<file path="src/rtl/mem_stage.sv">
// mem_stage -- memory-access pipeline stage (EX/MEM -> MEM/WB).
//
// Runs a single-outstanding-access FSM (IDLE -> BUSY -> DONE) on a
// req/ack data-memory port. The pipeline is stalled from the cycle a memory
// op is seen in IDLE until the DONE cycle, when the loaded data is presented
// to writeback. Non-memory ops and bubbles pass through combinationally.
//
// Optional build macro: MEM_TIMEOUT_EN -- adds a BUSY watchdog that aborts
// an access after TIMEOUT_CYCLES BUSY cycles without ack and sets a sticky
// mem_err. Without it, BUSY waits for ack indefinitely and mem_err is 0.
//
// Parameters:
//   TIMEOUT_CYCLES  BUSY-cycle limit before abort (1..255), timeout build only
//
// Ports:
//   clk         in   stage clock, rising edge
//   rst_n       in   asynchronous active-low reset
//   M_in        in   41-bit EX/MEM bundle
//                    [40:25] alu_result [24:9] store_data [8:5] wr_reg
//                    [4] MemWrite [3] MemtoReg [2] RegWrite [1] Halt [0] MemRead
//   M_valid     in   M_in holds a real instruction (0 = bubble)
//   W_out       out  39-bit MEM/WB bundle
//                    [38:23] mem_data [22:7] alu_result [6:3] wr_reg
//                    [2] MemtoReg [1] RegWrite [0] Halt
//   stall_M     out  freezes PC, IF/ID, ID/EX and EX/MEM
//   dmem_req    out  memory request, high exactly in BUSY
//   dmem_we     out  write strobe (qualified by dmem_req)
//   dmem_addr   out  word address (alu_result)
//   dmem_wdata  out  store data
//   dmem_rdata  in   read data, valid with dmem_ack
//   dmem_ack    in   one-cycle access-complete pulse
//   mem_err     out  sticky timeout flag

module mem_stage #(
  parameter int unsigned TIMEOUT_CYCLES = 255
) (
  input  logic        clk,
  input  logic        rst_n,
  input  logic [40:0] M_in,
  input  logic        M_valid,
  output logic [38:0] W_out,
  output logic        stall_M,
  output logic        dmem_req,
  output logic        dmem_we,
  output logic [15:0] dmem_addr,
  output logic [15:0] dmem_wdata,
  input  logic [15:0] dmem_rdata,
  input  logic        dmem_ack,
  output logic        mem_err
);

  typedef enum logic [1:0] {
    IDLE = 2'd0,
    BUSY = 2'd1,
    DONE = 2'd2
  } state_t;

  // Counter value on the last permitted BUSY cycle.
  localparam logic [7:0] TO_LAST = 8'(TIMEOUT_CYCLES - 1);

  logic [15:0] alu_result;
  logic [15:0] store_data;
  logic [3:0]  wr_reg;
  logic        mem_write;
  logic        mem_to_reg;
  logic        reg_write;
  logic        halt;
  logic        mem_read;

  assign alu_result = M_in[40:25];
  assign store_data = M_in[24:9];
  assign wr_reg     = M_in[8:5];
  assign mem_write  = M_in[4];
  assign mem_to_reg = M_in[3];
  assign reg_write  = M_in[2];
  assign halt       = M_in[1];
  assign mem_read   = M_in[0];

  logic mem_op;
  logic is_read;

  // Write takes priority when both MemRead and MemWrite are set.
  assign mem_op  = M_valid & (mem_read | mem_write);
  assign is_read = M_valid & mem_read & ~mem_write;

  state_t      state;
  logic [15:0] rdata_q;

`ifdef MEM_TIMEOUT_EN
  logic [7:0] busy_cnt;
  logic       err_q;

  always_ff @(posedge clk or negedge rst_n) begin
    if (!rst_n) begin
      state    <= IDLE;
      rdata_q  <= '0;
      busy_cnt <= '0;
      err_q    <= 1'b0;
    end else begin
      case (state)
        IDLE: begin
          if (mem_op) begin
            state    <= BUSY;
            busy_cnt <= '0;
          end
        end
        BUSY: begin
          // Ack is checked first so a coincident timeout loses.
          if (dmem_ack) begin
            state <= DONE;
            if (is_read) rdata_q <= dmem_rdata;
          end else if (busy_cnt == TO_LAST) begin
            state   <= DONE;
            rdata_q <= '0;
            err_q   <= 1'b1;
          end else begin
            busy_cnt <= busy_cnt + 8'd1;
          end
        end
        DONE:    state <= IDLE;
        default: state <= IDLE;
      endcase
    end
  end

  assign mem_err = err_q;
`else
  always_ff @(posedge clk or negedge rst_n) begin
    if (!rst_n) begin
      state   <= IDLE;
      rdata_q <= '0;
    end else begin
      case (state)
        IDLE: if (mem_op) state <= BUSY;
        BUSY: begin
          if (dmem_ack) begin
            state <= DONE;
            if (is_read) rdata_q <= dmem_rdata;
          end
        end
        DONE:    state <= IDLE;
        default: state <= IDLE;
      endcase
    end
  end

  logic unused_timeout_cfg;
  assign unused_timeout_cfg = ^TO_LAST;
  assign mem_err = 1'b0;
`endif

  // Request decodes straight from the registered state; address, data and
  // strobe come from M_in, which is frozen by stall_M during the access.
  assign dmem_req   = (state == BUSY);
  assign dmem_we    = mem_write;
  assign dmem_addr  = alu_result;
  assign dmem_wdata = store_data;

  assign stall_M = (state == BUSY) | ((state == IDLE) & mem_op);

  assign W_out = {(is_read ? rdata_q : 16'h0000),
                  alu_result,
                  wr_reg,
                  mem_to_reg,
                  reg_write & M_valid,
                  halt & M_valid};

endmodule

</file>
<file path="config.mk">
export PLATFORM = sky130hd
export DESIGN_NAME = mem_stage
export DESIGN_NICKNAME = d
export VERILOG_FILES = /design/src/rtl/mem_stage.sv
export SDC_FILE = /design/constraint.sdc
export NUM_CORES = 1
export LEC_CHECK = 0
export ABC_AREA = 1
export BUFFER_PORTS_ARGS = -buffer_cell sky130_fd_sc_hd__buf_2
export CAP_MARGIN = 20
export CELL_PAD_IN_SITES_DETAIL_PLACEMENT = 1
export CELL_PAD_IN_SITES_GLOBAL_PLACEMENT = 1
export CORE_ASPECT_RATIO = 1.1
export CORE_MARGIN = 8
export CORE_UTILIZATION = 24
export CTS_CLUSTER_SIZE = 20
export DETAILED_ROUTE_END_ITERATION = 16
export GPL_TIMING_DRIVEN = 0
export PLACE_DENSITY_LB_ADDON = 0.1
export REMOVE_ABC_BUFFERS = 1
export SLEW_MARGIN = 10
export SYNTH_ARGS = -nofsm -noshare
export SYNTH_HDL_FRONTEND = slang
export SYNTH_SLANG_ARGS = --single-unit
</file>
<file path="constraint.sdc">
create_clock -name clk -period 2.89 [get_ports clk]
set_input_delay 0.289 -clock clk [delete_from_list [all_inputs] [get_ports clk]]
set_output_delay 0.289 -clock clk [all_outputs]
set_load 0.02 [all_outputs]
</file>
; ---- Word level (Yosys, flattened, before mapping)
; Cells that the tools add are included.
[op_classes]
shifts = 0
muxes = 4
div = 0
n_eq_ne = 3
bitwise_logic = 9
magnitude_cmp = 0
n_mul = 0
n_reduce_logical = 3
add_sub_neg = 0
[ops]
columns = op, count
row1 = 16-bit 2-to-1 mux, 1
row2 = 1-bit bitwise AND, 6
row3 = 2-bit 2-to-1 mux, 2
row4 = 2-bit case mux with 2 select lines, 1
row5 = 3-bit AND reduction, 1
row6 = "2-bit by 1-bit == test with 1-bit output, second input constant", 1
row7 = 2-bit zero test, 1
row8 = "2-bit by 1-bit != test with 1-bit output, second input constant", 1
row9 = "2-bit != test, second input constant", 1
row10 = 1-bit OR, 2
row11 = 2-bit AND reduction, 1
row12 = 1-bit NOT, 1
[word_totals]
reg_bits = 18
rom_bits = 0
ramBits = 0
elab_cells = 21
inputBits = 61
latch_bits = 0
memories = 0
output_inout_bits = 75

; ---- Longest topological paths before layout
; Gate-level depths: netlist of run 1.
[depth]
ltp_word = 4
depth_mapped = 7
ltp_nobuf = 6

; ---- Least setup slack after synthesis of run 1
; OpenSTA, ideal clock, no wires.
[synth_timing]
path_kind = input to output
from = input M_valid
to = output W_out[28]
required_ps = 2601
path_buffers = 1
path_slack_ps = 1586
arrival_time_ps = 1015
path_stages = 5
path_cell_list = nand2_2 nor2_8 inv_2 buf_6 nor2_1
[synth_between]
elab_chain_cells = 3
[synth_lines]
columns = item, line_no
row1 = "start, declared", 40  ; input logic M_valid,
row2 = 1-bit bitwise AND (2 in a row), 84  ; assign is_read = M_valid & mem_read & ~mem_write;
row3 = 16-bit 2-to-1 mux, 161  ; assign W_out = {(is_read ? rdata_q : 16'h0000),
row4 = "end, declared", 41  ; output logic [38:0] W_out,
; No other way between the ends.

; ---- Worst setup path in the final report of run 1
[layout_timing]
from = input M_valid
to = output W_out[27]
; The elaborated chain is that of the path after synthesis.

==> results of run 1 <==
[path summary, 6_finish.rpt]
| path | slack (ns) | cells after the start | end | from |
|---|---|---|---|---|
| worst max-delay path | 1.28 | 6 | W_out[27] | M_valid |
| worst min-delay path | 0.26 | 3 | rdata_q[1]$_DFFE_PN0P_ | dmem_rdata[1] |
| worst max register to register | 1.42 | 6 | rdata_q[15]$_DFFE_PN0P_ | state[1]$_DFFE_PN0P_ |
| min in group asynchronous | 0.51 | 2 | rdata_q[1]$_DFFE_PN0P_ | rst_n |
| max in group asynchronous | 2.07 | 2 | rdata_q[5]$_DFFE_PN0P_ | rst_n |
| worst min register to register | 0.47 | 2 | rdata_q[3]$_DFFE_PN0P_ | rdata_q[3]$_DFFE_PN0P_ |
[area by class of cell]
class / instances / share of cell area [%]
Timing Repair Buffer: 45 / 18.3
Clock buffer: 4 / 4.37
Inverter: 22 / 6.56
Sequential cell: 18 / 35.8
Multi-Input combinational cell: 77 / 27.5
Tap cell: 75 / 7.46
[stage by stage]
stage	utilization (%)	hold WS [ns]	total power, uW
global placement	22.3	0.262	603
finish	23.5	0.257	805
detailed placement	22.3	0.259	612
global route	23.5	0.268	884
CTS	23.5	0.255	824
floorplan	-	-0.00659	528
[state kept, by name (all words and copies together) (netlist names)]
signal   count
rdata_q     16
state        2
[metal layers]
metal | GRT usage, % | up-vias
li1 | - | 444
met1 | 14.5 | 457
met2 | 12.4 | 102
met3 | 14.6 | 7
met4 | 4.74 | 0
met5 | 3.90 | -
[logic make-up (layout without fill, tap and decap cells)]
family,count (synthesis),in the layout
flops,18,18
buf+inv,81,71
other cells,1,1
simple gates,75,75
compound gates,1,1
[synthesized netlist by cell type (all sizes together)]
cell,number,area share (%)
buf,59,34
nand2,40,12
inv,22,6.2
nor2,19,7.1
dfrtp,18,34
nand3,16,6.0
conb,1,0.28
o211ai,1,0.56
[worst min-delay path: stages]
cell,delay [ns]
buf_2,0.07
nand3_1,0.06
nand2_1,0.06
[power breakdown]
group / internal [uW] / leakage, uW / switching (uW) / total (uW)
clock: 121 / 0.0000288 / 83.7 / 205
combinational: 79.5 / 0.000492 / 140 / 220
sequential: 338 / 0.000232 / 42.0 / 380
==> out/metrics.yaml, run 1 <==
layout:
  multiInputGateArea_um2: 347
  final_cells: 241
  antennaDiodeCount: 0
  final_cell_mix: "buf_2, nand2_1, inv_1, dfrtp_1, nor2_1"
  mostFrequentLayoutCell: "buf_2"
  layout.nets: 228
  fill_cells: 674
  drive_above_1_share_pct: 31.9
  design_area_mm2: 0.00126
  area_growth_pct: -5.63
  seqCellArea_um2: 450
cts:
  cts.sinks: 18
  path_clk_slew_ns: 0.07
  cts_buffer_depth: 2
  cts_hold_buf: 1
  cts_max_level: 1
  cts_buffers: 3
  clk_latency_ns: 0.25
  cts_root_buf: "clkbuf_8"
  cts_setup_buffers: 0
  cts_resized: 0
  tritoncts: "done"
synthesis:
  muxShareOfSynthArea_pct: 0
  synthCells: 176
  postSynthAreaPerCell_um2: 7.58
  ys_seq_area_share_pct: 33.8
  synth-simple-area-share_pct: 25.1
  synth_warnings: 0
  synth_seq_cells: 18
  synth_area_mm2: 0.00133
  ys_types: 14
  synth_xor_xnor_area_share_pct: 0
  synth_compound_area_share_pct: 0.563
  synth_fa_ha_area_share_pct: 0
  synth_top_family_by_area: "buffers and inverters"
worst_setup_path:
  crit_fanout: 18
  cp_slowest_stage_delay_ns: 0.27
  critical_path_buf_inv_count: 3
  crit_slowest_cell: "nor2_8"
  crit_family: "buffers and inverters"
  cp-start-kind: "input pin"
  worstPathCellList: "buf_2, nand2_2, nor2_8, inv_2, nor2_1, buf_2"
  required_ns: 2.60
  crit_arrival_ns: 1.32
  worstSetupEndpointType: "output port"
  critPathMostFrequentCell: "buf_2"
  critPathKind: "in2out"
route:
  wl_met1_um: 2110
  drt-total-wl_um: 5040
  drc_errors: 0
  routed_via_density: 4.19
  vias: 1010
  firstDrtPassIters: 4
  dr_wl_met3_um: 1290
  drt_iter0_drc: 40
  wire_per_inst_um: 20.9
  route.antenna.remaining_nets: 0
  top_layer: "met4"
  routed-wl-met2_um: 1570
timing:
  rsz0062_at_grt: "false"
  hold_viol: 0
  period_share_pct: 55.6
  slew_violations: 0
  finClkSkew_ns: 0.00733
  fin_tns_setup_ns: 0
  max_clock_freq_mhz: 622
  finalSetupViolCount: 0
  period_minus_slack_ns: 1.61
  layout_setup_ws_ns: 1.28
place:
  portBuffers: 44
  post-place-ws_ns: 1.20
  dpl_cell_area_mm2: 0.00119
  gp_congestion: 0.646
  post-dp-hpwl_um: 4090
  dp_cells: 236
pwr:
  power_density_mw_per_mm2: 639
  peakVddDrop_mv: 0.154
  p_leak_uw: 0.000753
floorplan:
  die-area_mm2: 0.00820
  io_pins: 136
  start_util_pct: 24.9
  rows: 28
  die_h_um: 94.2
  coreArea_mm2: 0.00536
  fp.dieW_um: 87.1
global_routing:
  first_global_vias: 1085
  overflow: 0
  grt_pass1_wl_um: 7080
  antenna_found_initial: 0
  grt_use_total_pct: 12.4
  grt_max_degree: 19
status:
  status: "finished, final reports clean"
min_path:
  min_path_type: "in2reg"
flow_run:
  drv_cap: 0
No activity file was read; power rests on OpenSTA's default activity.
==> inputs of run 2 (changes only) <==
ABC_AREA = 0   (was 1)
CORE_UTILIZATION = 23   (was 24)
clock period = 1.5 ns   (was 2.89 ns; I/O delays follow)
==> run 2 against run 1 <==
Effect of this change: sequential share of layout area down 0.56 points; non-clock buffer count up 4; die area up 1.6%; critical path depth down 2; first-iteration DRC count down 53%; power up 82%; largest cell class unchanged.
==> out/metrics.yaml, run 2 <==
status:
  status: "finished, final reports clean"  # unchanged
cts:
  cts_buffer_depth: 2  # unchanged
  cts_root_buf: "clkbuf_8"  # unchanged
  cts_buffers: 3  # unchanged
  cts_max_level: 1  # unchanged
  tritoncts: "done"  # unchanged
  path_clk_slew_ns: 0.07  # about the same
  clk_latency_ns: 0.25  # about the same
  cts.sinks: 18  # unchanged
place:
  dpl_cell_area_mm2: 0.00116  # was 0.00119 mm2
  portBuffers: 44  # unchanged
  gp_congestion: 0.600  # was 0.646
  post-dp-hpwl_um: 3720  # was 4090 um
  dp_cells: 181  # was 236
floorplan:
  die_h_um: 94.9  # was 94.2 um
  start_util_pct: 24.0  # was 24.9%
  fp.dieW_um: 87.8  # was 87.1 um
  coreArea_mm2: 0.00543  # was 0.00536 mm2
  die-area_mm2: 0.00833  # was 0.00820 mm2
  io_pins: 136  # unchanged
  rows: 28  # unchanged
worst_setup_path:
  critPathKind: "reg2reg"  # was in2out
  required_ns: 1.64  # was 2.60 ns
  crit_arrival_ns: 1.55  # was 1.32 ns
  crit_fanout: 7  # was 18
  cp-start-kind: "register"  # was input pin
  worstSetupEndpointType: "register"  # was output port
global_routing:
  first_global_vias: 925  # was 1085
  antenna_found_initial: 0  # unchanged
  overflow: 0  # unchanged
  grt_pass1_wl_um: 6330  # was 7080 um
  grt_max_degree: 19  # unchanged
  grt_use_total_pct: 11.0  # was 12.4%
layout:
  final_cells: 190  # was 241
  final_cell_mix: "buf_2, and2_1, dfrtp_1, mux2_4, mux2_2"  # was buf_2, nand2_1, inv_1, dfrtp_1, nor2_1
  design_area_mm2: 0.00128  # was 0.00126 mm2
  seqCellArea_um2: 450  # unchanged
  fill_cells: 623  # was 674
  largest_reg_flops: 16  # unchanged
  mostFrequentLayoutCell: "buf_2"  # unchanged
  area_growth_pct: -1.82  # was -5.63%
  layout.nets: 177  # was 228
  fin_util_pct: 23.5  # about the same
  drive_above_1_share_pct: 61.7  # was 31.9%
  multiInputGateArea_um2: 390  # was 347 um2
  largestRegisters: "rdata_q: 16 flops, state: 2 flops"  # unchanged
  regMostFlops: "rdata_q"  # unchanged
  antennaDiodeCount: 0  # unchanged
synthesis:
  synthCells: 121  # was 176
  postSynthAreaPerCell_um2: 10.8  # was 7.58 um2
  synth.top_cells.by_area: "dfrtp_1, buf_4, mux2_4"  # was dfrtp_1, buf_4, nand2_1
  synth_area_mm2: 0.00130  # was 0.00133 mm2
  yosysTopAreaCell: "dfrtp_1"  # unchanged
  synth.most_common_cell: "buf_4"  # unchanged
  synth_top_area_share_pct: 34.6  # was 33.8%
  synth_edf_count: 0  # unchanged
  ys_seq_area_share_pct: 34.6  # was 33.8%
  async_flop_share_pct: 100  # unchanged
  synth_seq_cells: 18  # unchanged
  synth_commonest_cells: "buf_4, and2_1, dfrtp_1"  # was buf_4, nand2_1, inv_1
  ys_types: 15  # was 14
  synth_warnings: 0  # unchanged
  synth-main-ff-cell: "dfrtp_1"  # unchanged
timing:
  slew_violations: 0  # unchanged
  max_clock_freq_mhz: 708
  rsz0062_at_grt: "false"  # unchanged
  hold_viol: 0  # unchanged
  fin_tns_setup_ns: 0  # unchanged
  period_share_pct: 94.2
  finClkSkew_ns: 0.00253  # was 0.00733 ns
  period_minus_slack_ns: 1.41
  finalSetupViolCount: 0  # unchanged
route:
  drt-total-wl_um: 4550  # was 5040 um
  routed_via_density: 4.02  # was 4.19
  vias: 763  # was 1010
  drc_errors: 0  # unchanged
  firstDrtPassIters: 3  # was 4
  wire_per_inst_um: 23.9  # was 20.9 um
  drt_iter0_drc: 19  # was 40
  route.antenna.remaining_nets: 0  # unchanged
min_path:
  min_path_type: "in2reg"  # unchanged
pwr:
  total_power_uw: 1460  # was 805 uW
  swShare_pct: 25.9  # was 33.1%
  p_clk_share_pct: 27.7  # was 25.4%
  p_seq_share_pct: 47.6  # was 47.2%
  p_leak_uw: 0.000667  # was 0.000753 uW
  switching_power_uw: 378  # was 266 uW
  pwr-share-comb_pct: 24.7  # was 27.3%
  power_density_mw_per_mm2: 1140  # was 639 mW/mm2
  internal_power_uw: 1080  # was 538 uW
  peakVddDrop_mv: 0.324  # was 0.154 mV
flow_run:
  drv_cap: 0  # unchanged
## run 2: cell count changes after synthesis, moves of 10 or more
cell / previous run / this run
and2_1: 0 / 18
nand2_1: 38 / 0
nand3_1: 16 / 0
inv_1: 21 / 1
nor2_1: 17 / 2
mux2_4: 0 / 10
## run 2: worst max-delay path: stages, from the launching register on
cell	delay (ns)
dfrtp_1	0.41
and3b_1	0.24
and2_4	0.19
buf_12	0.13
mux2_2	0.32
## run 2: worst paths after layout
path                                      start                      end  slack [ns]  depth (start not counted)
max in group asynchronous                 rst_n  rdata_q[10]$_DFFE_PN0P_        0.83                          2
setup / recovery           state[1]$_DFFE_PN0P_   rdata_q[2]$_DFFE_PN0P_        0.09                          4
hold reg to reg            state[1]$_DFFE_PN0P_     state[0]$_DFFE_PN0P_        0.48                          1
min in group asynchronous                 rst_n   rdata_q[3]$_DFFE_PN0P_        0.36                          2
setup reg to reg           state[1]$_DFFE_PN0P_   rdata_q[2]$_DFFE_PN0P_        0.09                          4
hold / removal                    dmem_rdata[6]   rdata_q[6]$_DFFE_PN0P_        0.12                          2
## run 2: logic make-up after synthesis
family | Yosys count | share of synthesized area, %
AOI/OAI and AO/OA | 2 | 0.768
buffers and inverters | 60 | 35.5
DFF | 18 | 34.6
muxes | 17 | 17.6
other | 1 | 0.288
and+or+nand+nor | 23 | 11.2
## run 2: timing repair
| action | in CTS | in global routing |
|---|---|---|
| setup buffers | 4 | 0 |
| gates resized for setup | 1 | 0 |
| hold endpoints to repair | 18 | 0 |
| hold buffers | 1 | 0 |
| endpoints found under the setup margin | 16 | 0 |
## run 2: power groups by stage
stage	sequential, uW	clock [uW]	combinational [uW]
after CTS	698	435	369
after global routing	717	459	397
after floorplan	681	0	259
final	696	405	360
after detailed placement	706	0	360
after global placement	697	0	352
## run 2: per-stage QoR
stage / setup slack, ns / hold WS (ns)
floorplan: 0.152 / -0.146
CTS: 0.0750 / 0.112
finish: 0.0869 / 0.123
global route: 0.0328 / 0.110
global placement: -0.357 / 0.124
detailed placement: -0.368 / 0.123
## run 2: final cells by class
cell class / instances / share of cell area, %
tap: 75 / 7.34
inverter: 1 / 0.294
sequential: 18 / 35.2
clock buffer: 4 / 4.31
multi-input combinational: 43 / 30.5
timing repair buffer: 49 / 22.3
## run 2: layer usage
metal	vias to the layer above	part of all wire (%)	GRT usage [%]
met3	4	25	14.2
met4	2	0.64	2.73
met2	87	33	10.9
met5	-	1.6	6.67
li1	311	-	-
met1	359	40	12.4
